===== src/rtl/core_inst_seq.sv =====
// Autonomous instruction sequencer for one convolution layer: emits the 34-bit
// core word (weight fetch/load, activation fetch, execute, psum drain) per kij.
module core_inst_seq #(
  parameter int row     = 8,
  parameter int col     = 8,
  parameter int addr_bw = 11,
  parameter int n_kij   = 9,
  parameter int n_act   = 36,
  parameter int n_out   = 16
) (
  input  logic               clk,
  input  logic               reset,
  input  logic               start,
  input  logic               mode,
  input  logic [addr_bw-1:0] x_w_base,
  input  logic [addr_bw-1:0] x_act_base,
  input  logic [addr_bw-1:0] p_base,
  input  logic               l0_o_full,
  input  logic               ofifo_valid,
  output logic [33:0]        inst,
  output logic               busy,
  output logic               done,
  output logic [3:0]         kij
);

  typedef enum logic [3:0] {
    IDLE, W_FETCH, W_LOAD, W_GAP, A_FETCH, EXEC, DRAIN, NEXT, FIN
  } state_t;

  localparam int          CW        = 16;
  localparam logic [33:0] IDLE_WORD = 34'h1800C0000;
  localparam logic [3:0]  KIJ_LAST  = 4'(n_kij - 1);

  state_t              state_r, state_s;
  logic [CW-1:0]       cnt_r, cnt_s;
  logic [3:0]          kij_r, kij_s;
  logic [33:0]         inst_r, word_s;
  logic                busy_r, done_r, take_s, l0_wr_s;
  logic [addr_bw-1:0]  w_addr_s, a_addr_s, p_addr_s;
  logic                acc_f, cen_p, wen_p, cen_x, wen_x, ofifo_rd, l0_rd, execute, load;
  logic [10:0]         a_p, a_x;

  // Number of counted units (reads, cycles or writes) that complete each phase.
  function automatic logic [CW-1:0] phase_len(input state_t s);
    case (s)
      W_FETCH, W_LOAD: phase_len = CW'(col);
      W_GAP:           phase_len = CW'(row);
      A_FETCH, EXEC:   phase_len = CW'(n_act);
      DRAIN:           phase_len = CW'(n_out);
      default:         phase_len = CW'(1);
    endcase
  endfunction

  // Every xmem access is a read into L0, so L0 write trails any read by one cycle.
  assign l0_wr_s  = ~inst_r[19];
  assign w_addr_s = x_w_base + addr_bw'(kij_s) * addr_bw'(col) + addr_bw'(cnt_s);
  assign a_addr_s = x_act_base + addr_bw'(cnt_s);
  assign p_addr_s = p_base + addr_bw'(cnt_s);

  // Phase sequencing: the state/counter pair whose word is issued at the next edge.
  always_comb begin
    state_s = state_r;
    cnt_s   = cnt_r;
    kij_s   = kij_r;
    if (state_r == IDLE) begin
      cnt_s = '0;
      kij_s = 4'd0;
      if (start) begin
        state_s = W_FETCH;
      end else begin
        state_s = IDLE;
      end
    end else if (cnt_r == phase_len(state_r)) begin
      cnt_s = '0;
      case (state_r)
        W_FETCH: state_s = mode ? A_FETCH : W_LOAD;
        W_LOAD:  state_s = W_GAP;
        W_GAP:   state_s = A_FETCH;
        A_FETCH: state_s = EXEC;
        EXEC:    state_s = (!mode || kij_r == KIJ_LAST) ? DRAIN : NEXT;
        DRAIN:   state_s = NEXT;
        NEXT: begin
          if (kij_r == KIJ_LAST) begin
            state_s = FIN;
          end else begin
            state_s = W_FETCH;
            kij_s   = kij_r + 4'd1;
          end
        end
        FIN: begin
          state_s = IDLE;
          kij_s   = 4'd0;
        end
        default: state_s = IDLE;
      endcase
    end else begin
      cnt_s = cnt_r;
    end
  end

  // Word issue for the selected phase; stalls emit the idle word and hold the count.
  always_comb begin
    acc_f = 1'b0; cen_p = 1'b1; wen_p = 1'b1; a_p = 11'd0;
    cen_x = 1'b1; wen_x = 1'b1; a_x = 11'd0;
    ofifo_rd = 1'b0; l0_rd = 1'b0; execute = 1'b0; load = 1'b0;
    take_s = 1'b0;
    case (state_s)
      W_FETCH: begin
        cen_x = 1'b0; a_x = 11'(w_addr_s); take_s = 1'b1;
      end
      W_LOAD: begin
        l0_rd = 1'b1; load = 1'b1; take_s = 1'b1;
      end
      W_GAP, NEXT, FIN: take_s = 1'b1;
      A_FETCH: begin
        if (!l0_o_full) begin
          cen_x = 1'b0; a_x = 11'(a_addr_s); take_s = 1'b1;
        end else begin
          take_s = 1'b0;
        end
      end
      EXEC: begin
        l0_rd = 1'b1; execute = 1'b1; take_s = 1'b1;
      end
      DRAIN: begin
        if (ofifo_valid) begin
          ofifo_rd = 1'b1; cen_p = 1'b0; wen_p = 1'b0; a_p = 11'(p_addr_s);
          acc_f = (kij_s != 4'd0) && !mode;
          take_s = 1'b1;
        end else begin
          take_s = 1'b0;
        end
      end
      default: take_s = 1'b0;
    endcase
    word_s = {acc_f, cen_p, wen_p, a_p, cen_x, wen_x, a_x,
              ofifo_rd, 1'b0, 1'b0, l0_rd, l0_wr_s, execute, load};
  end

  // State, counters and the registered instruction word advance together.
  always_ff @(posedge clk or posedge reset) begin
    if (reset) begin
      state_r <= IDLE;
      cnt_r   <= '0;
      kij_r   <= 4'd0;
      inst_r  <= IDLE_WORD;
      busy_r  <= 1'b0;
      done_r  <= 1'b0;
    end else begin
      state_r <= state_s;
      cnt_r   <= cnt_s + CW'(take_s);
      kij_r   <= kij_s;
      inst_r  <= word_s;
      busy_r  <= (state_s != IDLE) && (state_s != FIN);
      done_r  <= (state_s == FIN);
    end
  end

  assign inst = inst_r;
  assign busy = busy_r;
  assign done = done_r;
  assign kij  = kij_r;

endmodule


===== config.mk =====
export PLATFORM = sky130hd
export DESIGN_NAME = core_inst_seq
export DESIGN_NICKNAME = d
export VERILOG_FILES = /design/src/rtl/core_inst_seq.sv
export SDC_FILE = /design/constraint.sdc
export NUM_CORES = 1
export LEC_CHECK = 0
export ABC_AREA = 1
export CELL_PAD_IN_SITES_DETAIL_PLACEMENT = 1
export CELL_PAD_IN_SITES_GLOBAL_PLACEMENT = 2
export CORE_ASPECT_RATIO = 0.6
export CORE_MARGIN = 1
export CORE_UTILIZATION = 31
export CTS_CLUSTER_DIAMETER = 50
export CTS_CLUSTER_SIZE = 24
export DETAILED_ROUTE_END_ITERATION = 10
export PLACE_DENSITY_LB_ADDON = 0.12
export SYNTH_ARGS = -nofsm -noshare
export SYNTH_HDL_FRONTEND = slang
export SYNTH_SLANG_ARGS = --single-unit

===== constraint.sdc =====
create_clock -name clk -period 4.56 [get_ports clk]
set_input_delay 0.456 -clock clk [delete_from_list [all_inputs] [get_ports clk]]
set_output_delay 0.456 -clock clk [all_outputs]
set_load 0.02 [all_outputs]

======== Word level (Yosys, flattened, before mapping) ========
Cells that the tools add are included.
storage, ports and cells
  word-level logic and storage cells ...... 75
  input port bits ......................... 39
  register bits after elaboration ......... 57
operators by class
  reduce and logical (&&, ||, !) cells .... 11
  bitwise operators ....................... 1
  equality and inequality tests ........... 19
  $add $sub $neg .......................... 6
  muxes and demuxes ....................... 32
operators with widths
  kind                                            count
  two-way mux 16 bit                              3
  adder 11 bit                                    3
  two-way mux 11 bit                              3
  == test 4 x 3 -> 1 bit (second input constant)  8
  case mux 4 bit (7 select lines)                 1
  two-way mux 4 bit                               6
  case mux 11 bit (2 select lines)                1
  case mux 6 bit (3 select lines)                 1
  adder 16 x 1 -> 16 bit                          1
  == test 16 bit                                  1
  == test 4 x 2 -> 1 bit (second input constant)  4
  two-way mux 1 bit                               13
  == test 4 bit (second input constant)           3
  adder 11 x 7 -> 11 bit                          1
  == test 4 x 1 -> 1 bit (second input constant)  2
  case mux 4 bit (2 select lines)                 1
  nonzero test 4 bit                              2
  OR reduction 6 bit                              1
  adder 4 x 1 -> 4 bit (second input constant)    1
  zero test 4 bit                                 1
  != test 4 bit (second input constant)           1
  OR reduction 2 bit                              2
  two-way mux 3 bit                               1
  case mux 1 bit (3 select lines)                 1
  other kinds (6)                                 7

======== Longest topological paths before layout ========
Gate-level depths: netlist of run 1.
  word-level depth ........................ 11
  mapped depth ............................ 23
  mapped depth without buffers ............ 23

======== Worst setup path after synthesis of run 1 ========
OpenSTA, ideal clock, no wires.
  path type ............................... register to register
  start ................................... reg state_r[3]
  end ..................................... reg inst_r[15], in the netlist inst[15]
  data arrival time ....................... 3.325 ns
  stages on the path, launching flop included .. 21
  period minus slack after synthesis ...... 3.441 ns
  setup slack ............................. 1.119 ns
  path buffers ............................ 0
  path through ............................ dfrtp_1 > nor2_2 > nand2_2 > nor2_2 > nor2_1 > nand2_4 > nor2_8 > nor3_1 > inv_1 > fa_1 > inv_1 > ha_1 > a21oi_1 > nand2_1 > nand2_1 > nand2_1 > a21oi_1 > o21ai_0 > or2_2 > nand3_1 > nand2_1
on the way
  longest elaborated chain between the ends .. 10
  elaborated cells on any way between the ends .. 29
  classes of those cells .................. 3 x add/sub; 11 x eq/ne; 12 x mux; 3 x reduce/logical
ends and longest elaborated chain
  element                                                                           line     text
  from (decl)                                                                       34       state_t state_r, state_s;
  from (signal assigned)                                                            150      state_r <= state_s;
  == test 4 x 2 -> 1 bit, or another cell as far along                              45, 75
  OR reduction 3 bit (no source line) / OR reduction 2 bit (equally long branches)  n/a
  case mux 6 bit (3 select lines)                                                   45       case (s)
  two-way mux 16 bit                                                                65       if (state_r == IDLE) begin
  == test 16 bit                                                                    73       end else if (cnt_r == phase_len(state_r)) begin
  two-way mux 4 bit / two-way mux 16 bit (equally long branches)                    73
  two-way mux 4 bit / two-way mux 16 bit (equally long branches)                    65
  adder 11 x 7 -> 11 bit / adder 11 bit (equally long branches)                     56, 57
  adder 11 bit / two-way mux 11 bit (equally long branches)                         56, 116
  case mux 11 bit (2 select lines) (*)                                              107      case (state_s)
  net a_x[8]                                                                        41       logic [10:0] a_p, a_x;
  to (signal assigned)                                                              153      inst_r <= word_s;
  to (decl)                                                                         37       logic [33:0] inst_r, word_s;
Mark *: on every way through the listed nets, which the timed path passes. The rest lies on a longest branch. The select of a mux whose other input is x is not followed.

======== Worst setup path after layout of run 1 ========
  start ................................... reg cnt_r[10]
  end ..................................... reg inst_r[14], in the netlist inst[14]
on the way
  longest elaborated chain between the ends .. 6
  elaborated cells on any way between the ends .. 14
  classes of those cells .................. 3 x add/sub; 3 x eq/ne; 8 x mux
ends and longest elaborated chain
  element                                                         line     text
  from (decl)                                                     35       logic [CW-1:0] cnt_r, cnt_s;
  from (signal assigned)                                          151      cnt_r <= cnt_s + CW'(take_s);
  == test 16 bit (*)                                              73
  two-way mux 4 bit / two-way mux 16 bit (equally long branches)  73
  two-way mux 4 bit / two-way mux 16 bit (equally long branches)  65
  adder 11 x 7 -> 11 bit / adder 11 bit (equally long branches)   56, 57
  adder 11 bit / two-way mux 11 bit (equally long branches)       56, 116
  case mux 11 bit (2 select lines) (*)                            107
  net a_x[7]                                                      41
Mark *: on every way through the listed nets, which the timed path passes. The rest lies on a longest branch.

==> results of run 1 <==
-- critical path: cells and delay by family, from the launching register on --
family	cells	cell delay (ps)
compound gates	2	490
fa+ha+maj	2	900
simple gates	17	2090
flops	1	400
buf+inv	1	50
-- where the power goes --
group          internal, mW  switching, mW  total [mW]
sequential            0.609         0.0882       0.697
clock                 0.260          0.202       0.462
combinational         0.736           1.43        2.17
total                  1.60           1.72        3.33
-- through the flow --
| stage | std cells | setup slack (ps) | util | power [mW] |
|---|---|---|---|---|
| global placement | 920 | 810 | 0.389 | 2.82 |
| floorplan | 648 | 1120 | - | 2.19 |
| detailed placement | 920 | 573 | 0.389 | 2.87 |
| global route | 928 | 186 | 0.400 | 3.59 |
| CTS | 928 | 541 | 0.400 | 3.34 |
| finish | 928 | 531 | 0.400 | 3.33 |
-- state kept, by name, summed over array words and instances, names as in the netlist --
signal	count
kij	4
busy	1
cnt_r	16
inst	30
state_r	4
done	1
-- cells in the mapped netlist (3+ instances only) --
cell / number / share of area
sky130_fd_sc_hd__a21oi_1: 25 / 0.027
sky130_fd_sc_hd__buf_4: 5 / 0.0080
sky130_fd_sc_hd__dfrtp_1: 54 / 0.29
sky130_fd_sc_hd__fa_1: 6 / 0.026
sky130_fd_sc_hd__ha_1: 40 / 0.11
sky130_fd_sc_hd__inv_1: 93 / 0.074
sky130_fd_sc_hd__inv_2: 11 / 0.0088
sky130_fd_sc_hd__nand2_1: 155 / 0.12
sky130_fd_sc_hd__nand2_2: 13 / 0.017
sky130_fd_sc_hd__nand3_1: 54 / 0.057
sky130_fd_sc_hd__nand3b_1: 3 / 0.0048
sky130_fd_sc_hd__nand4_1: 16 / 0.021
sky130_fd_sc_hd__nor2_1: 67 / 0.053
sky130_fd_sc_hd__nor2_2: 9 / 0.012
sky130_fd_sc_hd__nor2_4: 6 / 0.014
sky130_fd_sc_hd__nor3_1: 7 / 0.0074
sky130_fd_sc_hd__o2111ai_1: 3 / 0.0056
sky130_fd_sc_hd__o21ai_0: 16 / 0.017
sky130_fd_sc_hd__or2_2: 8 / 0.011
sky130_fd_sc_hd__xnor2_1: 11 / 0.020
sky130_fd_sc_hd__xor2_1: 12 / 0.022
-- how the worst max path moves through the flow --
| stage | start | end | slack (ps) |
|---|---|---|---|
| final | cnt_r[10] | inst[14] | 530 |
| after global routing | cnt_r[8] | inst[14] | 190 |
| after CTS | cnt_r[10] | inst[14] | 540 |
| after detailed placement | cnt_r[10] | inst[14] | 570 |
| after global placement | state_r[3] | inst[15] | 810 |
| after floorplan | state_r[3] | inst[15] | 1120 |
-- per-layer routing --
layer	global-route usage	routed length, um	vias to the layer above
met3	0.0333	704	8
met1	0.349	9420	2156
li1	-	-	2224
met4	0.0276	99	0
met2	0.307	6540	104
met5	0	0	-
-- area by class of cell --
class | instances | area [um2]
clock buffers | 6 | 129
well taps | 198 | 248
inverters | 104 | 390
repair buffers | 82 | 803
flip-flops and latches | 56 | 1400
clock inverters | 2 | 35.0
fillers | 1827 | 8780
multi-input cells | 480 | 2850
-- logic make-up after synthesis --
family | after synthesis | share of synthesized area
AO/OA/AOI/OAI | 57 | 0.0705
buffers and inverters | 112 | 0.0968
XOR/XNOR | 23 | 0.0428
AND/OR/NAND/NOR | 351 | 0.358
other | 2 | 0.00160
adder cells (fa/ha/maj) | 46 | 0.132
flip-flops | 56 | 0.298
==> results summary, run 1 <==
The wire length of the first global-routing pass came out at 25800 um. For this configuration, the core starts out at a cell density of 0.321. The endpoint identified for the worst register-to-register timing path is inst[14].

The start point of the worst min-delay path is inst[19]. The global routing usage summed across all routing layers came out at 0.218. The worst setup path is launched from a flop. The number of H-tree branching levels came out at 2.

The largest clock skew in the final design is 8.36 ps. The power density of the placed cells came out at 568 nW/um2. The largest stage delay on the critical path is 560 ps.

The mean area per synthesized cell is 7.27 um2. Clock latency on the worst-skew pair, taken at its later pin, is 300 ps. Traced cell by cell, the critical path runs through nor2_1 -> nand2_1 -> nor2_1 -> nand2_1 -> nor2_1 -> nand2_4 -> nor2_8 -> nand2_1 -> nand2_1 -> nand3_1 -> fa_1 -> inv_1 -> ha_1 -> nand2_1 -> nand2_1 -> a21oi_1 -> nor2_1 -> o21ai_0 -> nand2_1 -> or2_2 -> nand3_1 -> nand2_1. The worst max-slew margin expressed relative to the limit is 0.433. Leaving out fill and tap cells, the most frequent cells in the layout are sky130_fd_sc_hd__nand2_1 (155), sky130_fd_sc_hd__inv_1 (92), sky130_fd_sc_hd__clkdlybuf4s50_1 (75), sky130_fd_sc_hd__nor2_1 (67). The HPWL reported at the end of detailed placement came out at around 14000 um. The slowest stage of the critical path belongs to the cell sky130_fd_sc_hd__fa_1.

The number of port buffers is 75. For this design, the sink count on the clock tree is 56. The TritonCTS clock tree is yes. The max-slew violation count came out at 0. Setup repair after global routing left no endpoint under its margin.

In the routed layout, each cell is associated on average with a via count of 4.84. The number of buffers inserted to repair setup after CTS came out at 0. At the end of routability-driven placement, the weighted congestion stood at 0.878. The number of violations of the max-capacitance limit came out at 0. The mapped cell area is 4700 um2. The share of post-route cells with drive strength above 1 came out at 0.104. The post-placement cell area is 5690 um2. The routed design has 16800 um of wire. In this run, synthesis inferred 0 flip-flops with an integrated enable.

The area of the core is 14600 um2. The number of antenna diodes came out at 0. Hold is met by ~440 ps. The actual slew at the worst max-slew pin came out at 849 ps.

The tree is rooted in a sky130_fd_sc_hd__clkbuf_16. The maximum vdd drop is 0.162 mV. Pin placement for this block handled ~80 I/O pins. The number of hold violations in the final report is 0.

The number of rows in the core area is 34. Counting every instance in the synthesized netlist gives 647. The net total in the final layout is 814. The die covers approximately 16000 um2. The static leakage power came out at 3.02 nW. The number of buffers added to fix hold violations after cts came out at 0. The tightest min-delay check is of the flop to flop type. The DRC marker count from the first detailed-route iteration is 218. The worst-case hold path end point is inst[2].

The clock-pin slew of the registers on the worst-case setup and hold paths came out at 80 ps. The flop-to-flop setup slack is 530 ps. The via count of the first global-routing pass is 4544.

The area growth from synthesis to layout is 24.5%. The start-to-end type of the worst setup path is flop to flop. Along the worst hold path, the cell count comes to 1. The launching point of the worst reg2reg path is cnt_r[10].

The highest net fanout along the worst path is 10. The run finished with clean final reports. The flip-flop cell with the highest count after synthesis is sky130_fd_sc_hd__dfrtp_1. The initial antenna violation count is 0. The endpoint arrival time on the critical path came out at ~4200 ps. The largest net degree at the start of global routing is 38. The floorplan step set the die width to 161 um. STA classifies the critical path endpoint as a flop. The first-pass iteration count of the detailed router came out at 5. After clock tree synthesis, the repair step resized 0 gates. The number of register bits inferred by synthesis came out at 56. Timing would allow up to 248 MHz. The cell repeated most along the worst path is sky130_fd_sc_hd__nand2_1. Setup total negative slack on the finished layout was measured at 0 ps. Synthesis instantiated 41 different standard cells from the library. Yosys printed 0 warnings. The number of buffers added by the clock tree synthesis step is 5. The final critical-path share of the clock period came out at 0.884.

The number of cells on the worst reg-to-reg path came out at 22. The data required time at the worst endpoint is 4750 ps. The count of nets left with antenna violations once routing finished came out at 0. The final instance area is 5860 um2. For this run, design rule violations remaining after detail routing come to 0. The count of final setup violators came out at 0. The minimum period implied by the final worst setup slack is 4030 ps. The routed layout has roughly 4500 vias. The async set-or-reset flop fraction in the synthesized netlist is 1.00. The die boundary height is 97.4 um. The mean routed wirelength per cell is 18.1 um. The clock passes through at most 2 buffers. Leaving out fill and tap cells, the most frequent cell in the layout is sky130_fd_sc_hd__nand2_1. The portion of the post-synthesis area used by sequential elements came out at 0.298.

The overall overflow remaining after global route is 0.
Power figures use the tool's default switching activity.
==> run 2: changes to the inputs <==
--- a/config.mk
+++ b/config.mk
@@ -6,6 +6,7 @@
 export NUM_CORES = 1
 export LEC_CHECK = 0
 export ABC_AREA = 1
+export CAP_MARGIN = 30
 export CELL_PAD_IN_SITES_DETAIL_PLACEMENT = 1
 export CELL_PAD_IN_SITES_GLOBAL_PLACEMENT = 2
 export CORE_ASPECT_RATIO = 0.6
==> results of run 2 <==
The final DEF is identical to that of run 1; final timing and power are the same.
